`config.mk`:
```
export PLATFORM = sky130hd
export DESIGN_NAME = pm_loader
export DESIGN_NICKNAME = d
export VERILOG_FILES = /design/src/rtl/pm_loader.sv
export SDC_FILE = /design/constraint.sdc
export NUM_CORES = 1
export LEC_CHECK = 0
export BUFFER_PORTS_ARGS = -buffer_cell sky130_fd_sc_hd__buf_4
export CORE_UTILIZATION = 35
export DETAILED_ROUTE_END_ITERATION = 10
export PLACE_DENSITY = 0.62
export SYNTH_ARGS = -nofsm -noshare
export SYNTH_HDL_FRONTEND = slang
export SYNTH_SLANG_ARGS = --single-unit
```
`constraint.sdc`:
```
create_clock -name clk -period 2.81 [get_ports clk]
set_input_delay 0.562 -clock clk [delete_from_list [all_inputs] [get_ports clk]]
set_output_delay 0.562 -clock clk [all_outputs]
set_load 0.03 [all_outputs]
```
`src/rtl/pm_loader.sv`:
```
// pm_loader
//
// Program-memory loader for the uProcessor. It takes a framed byte stream
// and writes the words into the program memory write port. While a frame
// is in flight, the CPU core is held in reset. The CPU is released only
// once a complete frame has been written and, if enabled, its checksum
// has been verified.
//
// Frame: header byte N (word count, 1..2^ADDR_W), then N instruction bytes,
// then one checksum byte when PM_LOADER_CHECKSUM_EN is defined. The
// checksum makes (N + data bytes + checksum) mod 256 == 0.
//
// Build option:
//   PM_LOADER_CHECKSUM_EN - adds the CHK state and the running sum.
//
// Ports:
//   clk        in   rising-edge clock
//   nReset     in   synchronous active-low reset
//   in_data    in   stream byte
//   in_valid   in   in_data valid
//   in_ready   out  loader can accept a byte (combinational, 0 in reset)
//   start      in   one-cycle pulse, restarts loading from DONE or ERR
//   pm_addr    out  program memory write address
//   pm_wdata   out  program memory write data
//   pm_we      out  program memory write enable, one pulse per word
//   cpu_nReset out  active-low reset to the CPU core
//   busy       out  frame in progress (DATA / CHK)
//   done       out  load completed successfully
//   error      out  frame rejected

module pm_loader #(
    parameter int ADDR_W = 5,
    parameter int DATA_W = 8
) (
    input  logic              clk,
    input  logic              nReset,
    input  logic [DATA_W-1:0] in_data,
    input  logic              in_valid,
    output logic              in_ready,
    input  logic              start,
    output logic [ADDR_W-1:0] pm_addr,
    output logic [DATA_W-1:0] pm_wdata,
    output logic              pm_we,
    output logic              cpu_nReset,
    output logic              busy,
    output logic              done,
    output logic              error
);

    localparam int DEPTH = 1 << ADDR_W;

    localparam logic [2:0] ST_IDLE = 3'd0;
    localparam logic [2:0] ST_DATA = 3'd1;
`ifdef PM_LOADER_CHECKSUM_EN
    localparam logic [2:0] ST_CHK  = 3'd2;
`endif
    localparam logic [2:0] ST_DONE = 3'd3;
    localparam logic [2:0] ST_ERR  = 3'd4;

    logic [2:0]      state;
    // One bit wider than the address so that a full-depth frame (N = DEPTH)
    // can be counted without wrapping.
    logic [ADDR_W:0] count;
    logic [ADDR_W:0] index;
    logic [ADDR_W:0] index_inc;
    logic            header_bad;
    logic            accept;
`ifdef PM_LOADER_CHECKSUM_EN
    logic [DATA_W-1:0] sum;
    logic [DATA_W-1:0] sum_final;
`endif

    // The loader is ready in the frame-receiving states only. The reset
    // qualifier keeps upstream from handing over a byte that the reset
    // edge would throw away.
    always_comb begin
        in_ready = 1'b0;
        if (nReset) begin
            case (state)
                ST_IDLE: in_ready = 1'b1;
                ST_DATA: in_ready = 1'b1;
`ifdef PM_LOADER_CHECKSUM_EN
                ST_CHK:  in_ready = 1'b1;
`endif
                default: in_ready = 1'b0;
            endcase
        end
    end

    assign accept     = in_valid && in_ready;
    assign index_inc  = index + {{ADDR_W{1'b0}}, 1'b1};
    // A header of zero words, or more words than the memory holds, cannot
    // be loaded.
    assign header_bad = (in_data == '0) || (int'(in_data) > DEPTH);
`ifdef PM_LOADER_CHECKSUM_EN
    assign sum_final  = sum + in_data;
`endif

    // Frame state machine and registered outputs. pm_we defaults low, so
    // each accepted data byte produces exactly one write pulse on the
    // following cycle. On the final byte, the last write and the CPU release
    // land in the same cycle. The PC only fetches one edge after that, so
    // the last word is already in memory by then.
    always_ff @(posedge clk) begin
        if (!nReset) begin
            state      <= ST_IDLE;
            count      <= '0;
            index      <= '0;
            pm_addr    <= '0;
            pm_wdata   <= '0;
            pm_we      <= 1'b0;
            cpu_nReset <= 1'b0;
            busy       <= 1'b0;
            done       <= 1'b0;
            error      <= 1'b0;
`ifdef PM_LOADER_CHECKSUM_EN
            sum        <= '0;
`endif
        end else begin
            pm_we <= 1'b0;
            case (state)
                ST_IDLE: begin
                    if (accept) begin
                        if (header_bad) begin
                            state <= ST_ERR;
                            error <= 1'b1;
                        end else begin
                            count <= in_data[ADDR_W:0];
                            index <= '0;
`ifdef PM_LOADER_CHECKSUM_EN
                            sum   <= in_data;
`endif
                            state <= ST_DATA;
                            busy  <= 1'b1;
                        end
                    end
                end

                ST_DATA: begin
                    if (accept) begin
                        pm_addr  <= index[ADDR_W-1:0];
                        pm_wdata <= in_data;
                        pm_we    <= 1'b1;
                        index    <= index_inc;
`ifdef PM_LOADER_CHECKSUM_EN
                        sum      <= sum + in_data;
                        if (index_inc == count) begin
                            state <= ST_CHK;
                        end
`else
                        if (index_inc == count) begin
                            state      <= ST_DONE;
                            busy       <= 1'b0;
                            done       <= 1'b1;
                            cpu_nReset <= 1'b1;
                        end
`endif
                    end
                end

`ifdef PM_LOADER_CHECKSUM_EN
                ST_CHK: begin
                    if (accept) begin
                        busy <= 1'b0;
                        if (sum_final == '0) begin
                            state      <= ST_DONE;
                            done       <= 1'b1;
                            cpu_nReset <= 1'b1;
                        end else begin
                            state <= ST_ERR;
                            error <= 1'b1;
                        end
                    end
                end
`endif

                ST_DONE, ST_ERR: begin
                    if (start) begin
                        state      <= ST_IDLE;
                        done       <= 1'b0;
                        error      <= 1'b0;
                        cpu_nReset <= 1'b0;
                    end
                end

                default: begin
                    state      <= ST_IDLE;
                    busy       <= 1'b0;
                    done       <= 1'b0;
                    error      <= 1'b0;
                    cpu_nReset <= 1'b0;
                end
            endcase
        end
    end

endmodule
```
==> impl_metrics.env, run 1 <==
export IMPL_fin_nets=232
export IMPL_dp_cells=264
export IMPL_die_area_um2=4814
export IMPL_cts_tree="done"
export IMPL_status="complete, no violations"
export IMPL_postSynthCellCount=192
export IMPL_min_path_cells=2
export IMPL_htreeDepth=2
export IMPL_fin_tns_setup_ps=0
export IMPL_max_freq_ghz=0.5091
export IMPL_core_um2=4354
export IMPL_wl_per_cell_um=12.58
export IMPL_power_density_nw_per_um2=523.9
export IMPL_holdCritPathClass="flip-flop to flip-flop"
export IMPL_wl_met2_um=1585
export IMPL_ys_types=42
export IMPL_max_cap_violations=0
export IMPL_setup_viol=0
export IMPL_synthTopCellsByArea="dfxtp_1 40%, nand2_1 9.9%, a21boi_0 6.6%"
export IMPL_cts_root_buffer="clkbuf_8"
export IMPL_std_cell_rows=24
export IMPL_drc=0
export IMPL_drive_gt1_share_pct=22.27
export IMPL_finalHoldViolCount=0
export IMPL_yosysTopAreaCell="dfxtp_1"
export IMPL_vias_per_cell=5.074
export IMPL_wl_met1_um=1679
export IMPL_boundaryPins=31
export IMPL_post_cts_buffers=0
export IMPL_total_power_mw=1.023
export IMPL_area_growth_pct=22.83
export IMPL_dr_first_iter_drc_count=62
export IMPL_ctsResizeCount=0
export IMPL_netlist_area_um2=1589
export IMPL_syn_avg_cell_area_um2=8.276
export IMPL_grt_max_degree=41
export IMPL_grt_pass1_wl_um=5885
export IMPL_crit_fanout=6
export IMPL_place_gp_congestion=0.7784
export IMPL_antenna_found_initial=0
export IMPL_slew_headroom_pct=66.31
export IMPL_dr_wl_met3_um=144
export IMPL_clkTransAtPathRegs_ps=70
export IMPL_drtAntennaViolNets=0
export IMPL_clkSinkCount=32
export IMPL_ff2ff_setup_slack_ps=910
export IMPL_drt_wl_total_um=3422
export IMPL_worst_slew_pin_slew_ps=500.8
export IMPL_ir_drop_uv=240.4
export IMPL_clock_skew_ps=5.510
export IMPL_ys_seq_elements=32
export IMPL_p_leak_nw=0.7125
export IMPL_async_flop_share_pct=0
export IMPL_cts_buffers=5
export IMPL_fin_ws_ps=845.6
export IMPL_synth_edf_count=0
export IMPL_yosys_area_top_type_share_pct=40.31
export IMPL_portBuffers=30
export IMPL_ys_flop_type="dfxtp_1"
export IMPL_insertion_delay_ps=280
export IMPL_ys_warn_count=0
export IMPL_cts_hold_buf=0
export IMPL_fin_util_pct=44.83
export IMPL_clock_path_buffers=2
export IMPL_die_x_um=69.38
export IMPL_grt_total_usage_pct=15.26
export IMPL_cp_end_kind="flip-flop"
export IMPL_finalCritPeriodShare_pct=69.91
export IMPL_grt_pass1_vias=1246
export IMPL_arrival_ps=2180
export IMPL_globalRoute_totalOverflow=0
export IMPL_top_layer="met4"
export IMPL_timing_critical_path_from_type="primary input"
export IMPL_dieHeight_um=69.38
export IMPL_rsz0062_at_grt="false"
export IMPL_vias=1380
export IMPL_start_util_pct=36.49
export IMPL_diodes=0
export IMPL_first_pass_iters=4
export IMPL_syn_nets=205
export IMPL_place_worst_setup_slack_ps=542.7
export IMPL_synth_seq_area_share_pct=40.31
export IMPL_dp_final_hpwl_um=2400
export IMPL_layout_cells_non_filler=272
export IMPL_reg2reg_depth=5
export IMPL_min_period_ps=1964
export IMPL_critPathRequiredTime_ps=3030
export IMPL_crit_type="primary input to flip-flop"
export IMPL_drv_slew=0
==> synth_stat cells, types with 2 or more instances <==
master	instances
nand3_1	4
xnor2_1	6
mux2i_1	6
nor3b_1	2
a21oi_1	4
o21ai_1	4
nor3_1	5
o21ai_0	9
nor2b_1	3
nand2_1	42
buf_4	2
dfxtp_1	32
a21boi_0	14
and2_1	4
inv_1	5
a31oi_1	2
clkbuf_1	8
a2111oi_0	2
a21boi_1	4
nor2_1	12
==> layout by cell type (no fill, tap or decap), types with 2 or more instances in the layout <==
master / netlist / routed
nand2_1: 42 / 42
dfxtp_1: 32 / 32
buf_4: 2 / 32
a21boi_0: 14 / 14
nor2_1: 12 / 12
o21ai_0: 9 / 9
mux2i_1: 6 / 6
xnor2_1: 6 / 6
inv_1: 5 / 5
nor3_1: 5 / 5
clkbuf_8: 0 / 5
and2_1: 4 / 4
nand3_1: 4 / 4
o21ai_1: 4 / 4
a21boi_1: 4 / 4
a21oi_1: 4 / 4
nor2b_1: 3 / 3
a2111oi_0: 2 / 2
a31oi_1: 2 / 2
nor3b_1: 2 / 2
==> flip-flops by register name, summed over array words and instances, names as in the netlist <==
signal	cells
pm_we	1
error	1
busy	1
index	6
done	1
pm_wdata	8
count	6
pm_addr	5
state	3
==> worst max-delay path, cell delays in order <==
cell and delay (ps):
buf_4 120, or4_4 540, o21ai_4 180, nand3_2 140, nor3_4 400, mux2i_1 230
==> worst paths after layout <==
kind / start / endpoint
max reg2reg: state[0]$_SDFFE_PN0P_ / pm_addr[3]$_SDFFE_PN0P_
min reg2reg: pm_wdata[2]$_SDFFE_PN0P_ / pm_wdata[2]$_SDFFE_PN0P_
min: pm_wdata[2]$_SDFFE_PN0P_ / pm_wdata[2]$_SDFFE_PN0P_
max: in_data[3] / count[5]$_SDFFE_PN0P_
==> cells by family (layout without fill, tap and decap cells) <==
group / Yosys count / count (layout) / synth area share (%)
AOI/OAI and AO/OA: 46 / 46 / 20.87
xor gates and xnor gates: 7 / 7 / 3.858
adders and majority gates: 1 / 1 / 0.7873
buffers and inverters: 17 / 45 / 4.566
DFF: 32 / 32 / 40.31
muxes: 7 / 7 / 4.488
and+or+nand+nor: 82 / 82 / 25.12
==> area by class of cell <==
type	count	area, µm²
Clock buffer	5	68.82
Fill cell	453	2402
Inverter	5	18.77
Timing Repair Buffer	32	240.2
Tap cell	52	65.06
Sequential cell	32	640.6
Clock inverter	3	42.54
Multi-Input combinational cell	143	875.8
==> power by group <==
group	internal, mW	switching (mW)	leakage (nW)
combinational	0.0446	0.0627	0.400
clock	0.262	0.182	0.0541
sequential	0.462	0.00889	0.258
total	0.769	0.254	0.713
==> through the flow <==
stage | hold WS (ps) | area (µm²)
detailed placement | 458.1 | 1841
global placement | 453.3 | 1841
finish | 463.7 | 1952
CTS | 468.5 | 1952
global route | 486.8 | 1952
floorplan | 446.3 | 1589
==> routing by layer <==
layer / GRT usage (%) / vias up
met1: 20.49 / 639
li1: - / 708
met4: 5.442 / 0
met5: 0 / -
met3: 4.070 / 2
met2: 23.52 / 31
Power figures use the tool's default switching activity.
==> run 2, diff against run 1 <==
--- a/config.mk
+++ b/config.mk
@@ -8,7 +8,7 @@
 export BUFFER_PORTS_ARGS = -buffer_cell sky130_fd_sc_hd__buf_4
 export CORE_UTILIZATION = 35
 export DETAILED_ROUTE_END_ITERATION = 10
-export PLACE_DENSITY = 0.62
+export PLACE_DENSITY = 0.64
 export SYNTH_ARGS = -nofsm -noshare
 export SYNTH_HDL_FRONTEND = slang
 export SYNTH_SLANG_ARGS = --single-unit
==> constraint.sdc (replaced) <==
create_clock -name clk -period 1.6 [get_ports clk]
set_input_delay 0.32 -clock clk [delete_from_list [all_inputs] [get_ports clk]]
set_output_delay 0.32 -clock clk [all_outputs]
set_load 0.03 [all_outputs]
==> run 2 against run 1 <==
  * The flow now finishes with violations (negative setup slack)
  * Register-to-register slack worse by 940 ps
  * Total power is 63% higher
  * Combinational power is 110% higher
  * Global-route usage is 1.8 points higher
  * Critical path type unchanged
==> impl_metrics.env, run 2 (synthesized netlist as in run 1, its figures left out) <==
export IMPL_status="finished, violations left"
export IMPL_violations="negative setup slack"
export IMPL_core_um2=4354
export IMPL_drt_wl_total_um=3753
export IMPL_grt_max_degree=40
export IMPL_power_density_nw_per_um2=757.3
export IMPL_reg2reg_depth=6
export IMPL_place_gp_congestion=0.8041
export IMPL_cts_root_buffer="clkbuf_8"
export IMPL_boundaryPins=31
export IMPL_diodes=0
export IMPL_insertion_delay_ps=290
export IMPL_start_util_pct=36.49
export IMPL_cts_tree="done"
export IMPL_wl_per_cell_um=12.72
export IMPL_portBuffers=30
export IMPL_globalRoute_totalOverflow=0
export IMPL_layout_commonest_cell="buf_4"
export IMPL_grt_pass1_wl_um=6465
export IMPL_max_cap_violations=0
export IMPL_area_growth_pct=38.74
export IMPL_hold_ws_ps=297.7
export IMPL_max_flop_register="pm_wdata"
export IMPL_finalHoldViolCount=0
export IMPL_die_x_um=69.38
export IMPL_rsz0062_at_grt="true"
export IMPL_mostFrequentLayoutCells="52 x buf_4, 42 x nand2_1, 28 x dfxtp_1, 14 x a21boi_0, 11 x nor2_1"
export IMPL_clock_skew_ps=4.319
export IMPL_p_leak_nw=0.8334
export IMPL_ir_drop_uv=479.9
export IMPL_largest_reg_flops=8
export IMPL_cts_hold_buf=0
export IMPL_min_period_ps=1631
export IMPL_fin_util_pct=50.63
export IMPL_drc=0
export IMPL_drv_slew=0
export IMPL_finalCritPeriodShare_pct=101.9
export IMPL_arrival_ps=1850
export IMPL_drtAntennaViolNets=0
export IMPL_dp_final_hpwl_um=2640
export IMPL_fin_ws_ps=-30.87
export IMPL_worst_slew_pin_slew_ps=402.4
export IMPL_min_path_cells=3
export IMPL_slew_headroom_pct=73.07
export IMPL_max_freq_ghz=0.6132
export IMPL_drive_gt1_share_pct=35.80
export IMPL_holdCritPathClass="primary input to flip-flop"
export IMPL_grt_pass1_vias=1386
export IMPL_cp_end_kind="flip-flop"
export IMPL_reg_top3="pm_wdata: 8 flops, count: 6 flops, index: 6 flops"
export IMPL_dr_first_iter_drc_count=46
export IMPL_die_area_um2=4814
export IMPL_setup_viol=13
export IMPL_antenna_found_initial=0
export IMPL_crit_fanout=7
export IMPL_clock_path_buffers=2
export IMPL_timing_critical_path_from_type="primary input"
export IMPL_total_power_mw=1.670
export IMPL_fin_nets=255
export IMPL_cts_buffers=5
export IMPL_fillers=405
export IMPL_clkSinkCount=32
export IMPL_htreeDepth=2
export IMPL_dp_cells=287
export IMPL_std_cell_rows=24
export IMPL_grt_total_usage_pct=17.02
export IMPL_critPathRequiredTime_ps=1820
export IMPL_crit_type="primary input to flip-flop"
export IMPL_layout_cells_non_filler=295
export IMPL_dieHeight_um=69.38
export IMPL_clkTransAtPathRegs_ps=70
export IMPL_first_pass_iters=4
export IMPL_vias_per_cell=4.966
export IMPL_vias=1465
==> run 2: cell types whose count changed in the layout (fill, tap and decap cells not counted), sizes merged <==
cell      before  now
clkinvlp       1    0
clkinv         1    3
bufinv         1    0
buf           32   55
==> run 2: final cells by class <==
class,instances,area [µm²],share of cell area [%]
Multi-Input combinational cell,143,954.7,43.30
Sequential cell,32,645.6,29.28
Timing Repair Buffer,55,432.9,19.64
Clock buffer,5,68.82,3.121
Tap cell,52,65.06,2.951
Clock inverter,3,18.77,0.8513
Inverter,5,18.77,0.8513
==> run 2: critical path, stage by stage <==
cell      delay (ps)
buf_6             90
or4_4            540
or3_4            380
a31oi_4          270
o21ai_1          120
a21boi_1         120
==> run 2: worst paths after layout <==
path                                            endpoint  slack [ps]                     start
worst max-delay path               index[2]$_SDFFE_PN0P_         -30                in_data[3]
worst max register to register     state[1]$_SDFFE_PN0P_         -30     index[0]$_SDFFE_PN0P_
worst min register to register  pm_wdata[5]$_SDFFE_PN0P_         460  pm_wdata[5]$_SDFFE_PN0P_
worst min-delay path            pm_wdata[6]$_SDFFE_PN0P_         300                in_data[6]
==> run 2: repair_timing <==
item / in CTS / in global routing
buffers inserted: 1 / 0
setup endpoints to repair: 16 / 17
pin swaps: 7 / 3
resized for setup: 15 / 4
==> run 2: per-layer routing <==
layer | routed length, µm | GRT usage, % | up-vias
met3 | 132 | 4.797 | 11
met5 | 0 | 0 | -
met4 | 107 | 8.844 | 0
met2 | 1762 | 26.43 | 30
met1 | 1751 | 21.38 | 668
li1 | - | - | 756
==> run 2: metrics by stage <==
stage | instance area, µm² | setup TNS (ps) | setup WS [ps]
2_1_floorplan | 1619 | -1761 | -129.8
3_3_place_gp | 2026 | -5256 | -362.1
3_5_place_dp | 2026 | -5611 | -379.0
4_1_cts | 2188 | -136.9 | -33.48
5_1_grt | 2205 | -1018 | -89.15
6_report | 2205 | -210.8 | -30.87
==> run 2: report_power, final <==
| part | internal [mW] | switching (mW) | total [mW] | leakage, nW |
|---|---|---|---|---|
| Clock | 0.303 | 0.318 | 0.620 | 0.0479 |
| Sequential | 0.812 | 0.0129 | 0.824 | 0.260 |
| Combinational | 0.102 | 0.123 | 0.225 | 0.525 |
==> run 3, diff against run 2 <==
--- a/config.mk
+++ b/config.mk
@@ -8,7 +8,7 @@
 export BUFFER_PORTS_ARGS = -buffer_cell sky130_fd_sc_hd__buf_4
 export CORE_UTILIZATION = 35
 export DETAILED_ROUTE_END_ITERATION = 10
-export PLACE_DENSITY = 0.64
+export PLACE_DENSITY = 0.62
 export SYNTH_ARGS = -nofsm -noshare
 export SYNTH_HDL_FRONTEND = slang
 export SYNTH_SLANG_ARGS = --single-unit
==> constraint.sdc (replaced) <==
create_clock -name clk -period 1.8 [get_ports clk]
set_input_delay 0.36 -clock clk [delete_from_list [all_inputs] [get_ports clk]]
set_output_delay 0.36 -clock clk [all_outputs]
set_load 0.03 [all_outputs]
==> run 3 against run 2 <==
  * The run now ends clean
  * Clock skew down 1.6 ps
  * Via count down 2.1%
  * Sequential share of layout area up 1.2 points
  * Setup slack better by 95 ps
  * Core utilization down 2.1 points
  * Clock power up 9.7%
  * Non-clock buffer count down 6
  * Total power down 4.3%
  * Worst hold slack better by 47 ps
==> impl_metrics.env, run 3 (synthesized netlist as in run 1, its figures left out) <==
export IMPL_vias_per_cell=4.962
export IMPL_fillers=420
export IMPL_max_freq_ghz=0.5760
export IMPL_portBuffers=30
export IMPL_drv_slew=0
export IMPL_reg_top3="pm_wdata: 8 flops, count: 6 flops, index: 6 flops"
export IMPL_critPathRequiredTime_ps=1970
export IMPL_dieHeight_um=69.38
export IMPL_htreeDepth=2
export IMPL_status="complete, no violations"
export IMPL_ir_drop_uv=459.0
export IMPL_dp_final_hpwl_um=2519
export IMPL_globalRoute_totalOverflow=0
export IMPL_finalHoldViolCount=0
export IMPL_max_cap_violations=0
export IMPL_clock_skew_ps=2.732
export IMPL_switching_share_pct=24.16
export IMPL_area_growth_pct=32.91
export IMPL_insertion_delay_ps=280
export IMPL_grt_total_usage_pct=16.21
export IMPL_post_cts_buffers=0
export IMPL_start_util_pct=36.49
export IMPL_drive_gt1_share_pct=29.54
export IMPL_p_comb_share_pct=11.7
export IMPL_die_x_um=69.38
export IMPL_std_cell_rows=24
export IMPL_startpoint="index[0]$_SDFFE_PN0P_"
export IMPL_cp_end_kind="flip-flop"
export IMPL_clock_path_buffers=2
export IMPL_reg2reg_from="index[0]$_SDFFE_PN0P_"
export IMPL_boundaryPins=31
export IMPL_die_area_um2=4814
export IMPL_layout_cells_non_filler=289
export IMPL_clkTransAtPathRegs_ps=70
export IMPL_layout_commonest_cell="buf_4"
export IMPL_wl_per_cell_um=12.02
export IMPL_seqPwrFrac_pct=45.8
export IMPL_p_int_mw=1.212
export IMPL_worst_slew_pin_slew_ps=407.9
export IMPL_hp_start="in_data[6]"
export IMPL_p_sw_mw=0.3862
export IMPL_grt_pass1_wl_um=6299
export IMPL_cts_tree="done"
export IMPL_crit_type="flip-flop to flip-flop"
export IMPL_core_um2=4354
export IMPL_antenna_found_initial=0
export IMPL_setup_viol=0
export IMPL_arrival_ps=1910
export IMPL_place_gp_congestion=0.8004
export IMPL_ff2ff_setup_slack_ps=60
export IMPL_clkSinkCount=32
export IMPL_power_density_nw_per_um2=756.8
export IMPL_drt_wl_total_um=3473
export IMPL_min_period_ps=1736
export IMPL_mostFrequentLayoutCells="48 x buf_4, 42 x nand2_1, 30 x dfxtp_1, 14 x a21boi_0, 12 x nor2_1"
export IMPL_cts_root_buffer="clkbuf_8"
export IMPL_grt_max_degree=40
export IMPL_drc=0
export IMPL_p_leak_nw=0.7989
export IMPL_cts_buffers=5
export IMPL_vias=1434
export IMPL_holdCritPathClass="primary input to flip-flop"
export IMPL_fin_util_pct=48.51
export IMPL_hold_ws_ps=344.3
export IMPL_first_pass_iters=4
export IMPL_dr_first_iter_drc_count=67
export IMPL_pwr_share_clk_pct=42.6
export IMPL_dp_cells=281
export IMPL_crit_fanout=4
export IMPL_total_power_mw=1.598
export IMPL_largest_reg_flops=8
export IMPL_finalCritPeriodShare_pct=96.46
export IMPL_fin_nets=249
export IMPL_dpl_cell_area_um2=1981
export IMPL_design_area_um2=2112
export IMPL_max_flop_register="pm_wdata"
export IMPL_diodes=0
export IMPL_timing_critical_path_from_type="flip-flop"
export IMPL_slew_headroom_pct=72.56
export IMPL_drtAntennaViolNets=0
export IMPL_grt_pass1_vias=1372
## run 3: per-stage QoR
stage / TNS [ps] / setup WS (ps)
5_1_grt: -13.25 / -13.25
6_report: 0 / 63.76
2_1_floorplan: 0 / 7.400
4_1_cts: 0 / 3.296
3_5_place_dp: -2738 / -221.4
3_3_place_gp: -2453 / -196.8
## run 3: power by group through the flow
stage | Clock [mW] | Combinational, mW | Sequential, mW
2_1_floorplan | 0 | 0.0921 | 0.762
3_3_place_gp | 0 | 0.186 | 0.747
3_5_place_dp | 0 | 0.186 | 0.748
4_1_cts | 0.707 | 0.187 | 0.731
5_1_grt | 0.740 | 0.206 | 0.733
6_report | 0.680 | 0.187 | 0.732
## run 3: timing repair
action / CTS / global route
setup endpoints to repair: 0 / 5
hold buffers: 0 / 0
resized for setup: 0 / 7
## run 3: metal layers
metal  track usage, %  wire length, µm  vias to the layer above
met3            4.215              139                        5
met5                0                0                        -
met1            21.40             1665                      665
met4            6.122               31                        0
li1                 -                -                      740
met2            25.35             1636                       24
## run 3: worst max-delay path: stages (launching register included)
cell,delay [ps]
dfxtp_2,340
ha_4,160
and2_4,150
a211o_1,280
a31oi_1,220
nor4_1,80
buf_4,140
o221a_2,250
## run 3: layout make-up
cell class / instances / area, µm² / area share, %
tap: 52 / 65.06 / 3.081
clock buffer: 5 / 68.82 / 3.258
timing repair buffer: 49 / 380.4 / 18.01
sequential: 32 / 643.1 / 30.45
clock inverter: 3 / 42.54 / 2.014
inverter: 5 / 18.77 / 0.8886
multi-input combinational: 143 / 893.4 / 42.30
## run 3: path summary, 6_finish.rpt
check	to	cells past startpoint
worst max-delay path	state[1]$_SDFFE_PN0P_	7
worst min-delay path	pm_wdata[6]$_SDFFE_PN0P_	3
worst max register to register	state[1]$_SDFFE_PN0P_	7
worst min register to register	pm_addr[2]$_SDFFE_PN0P_	2
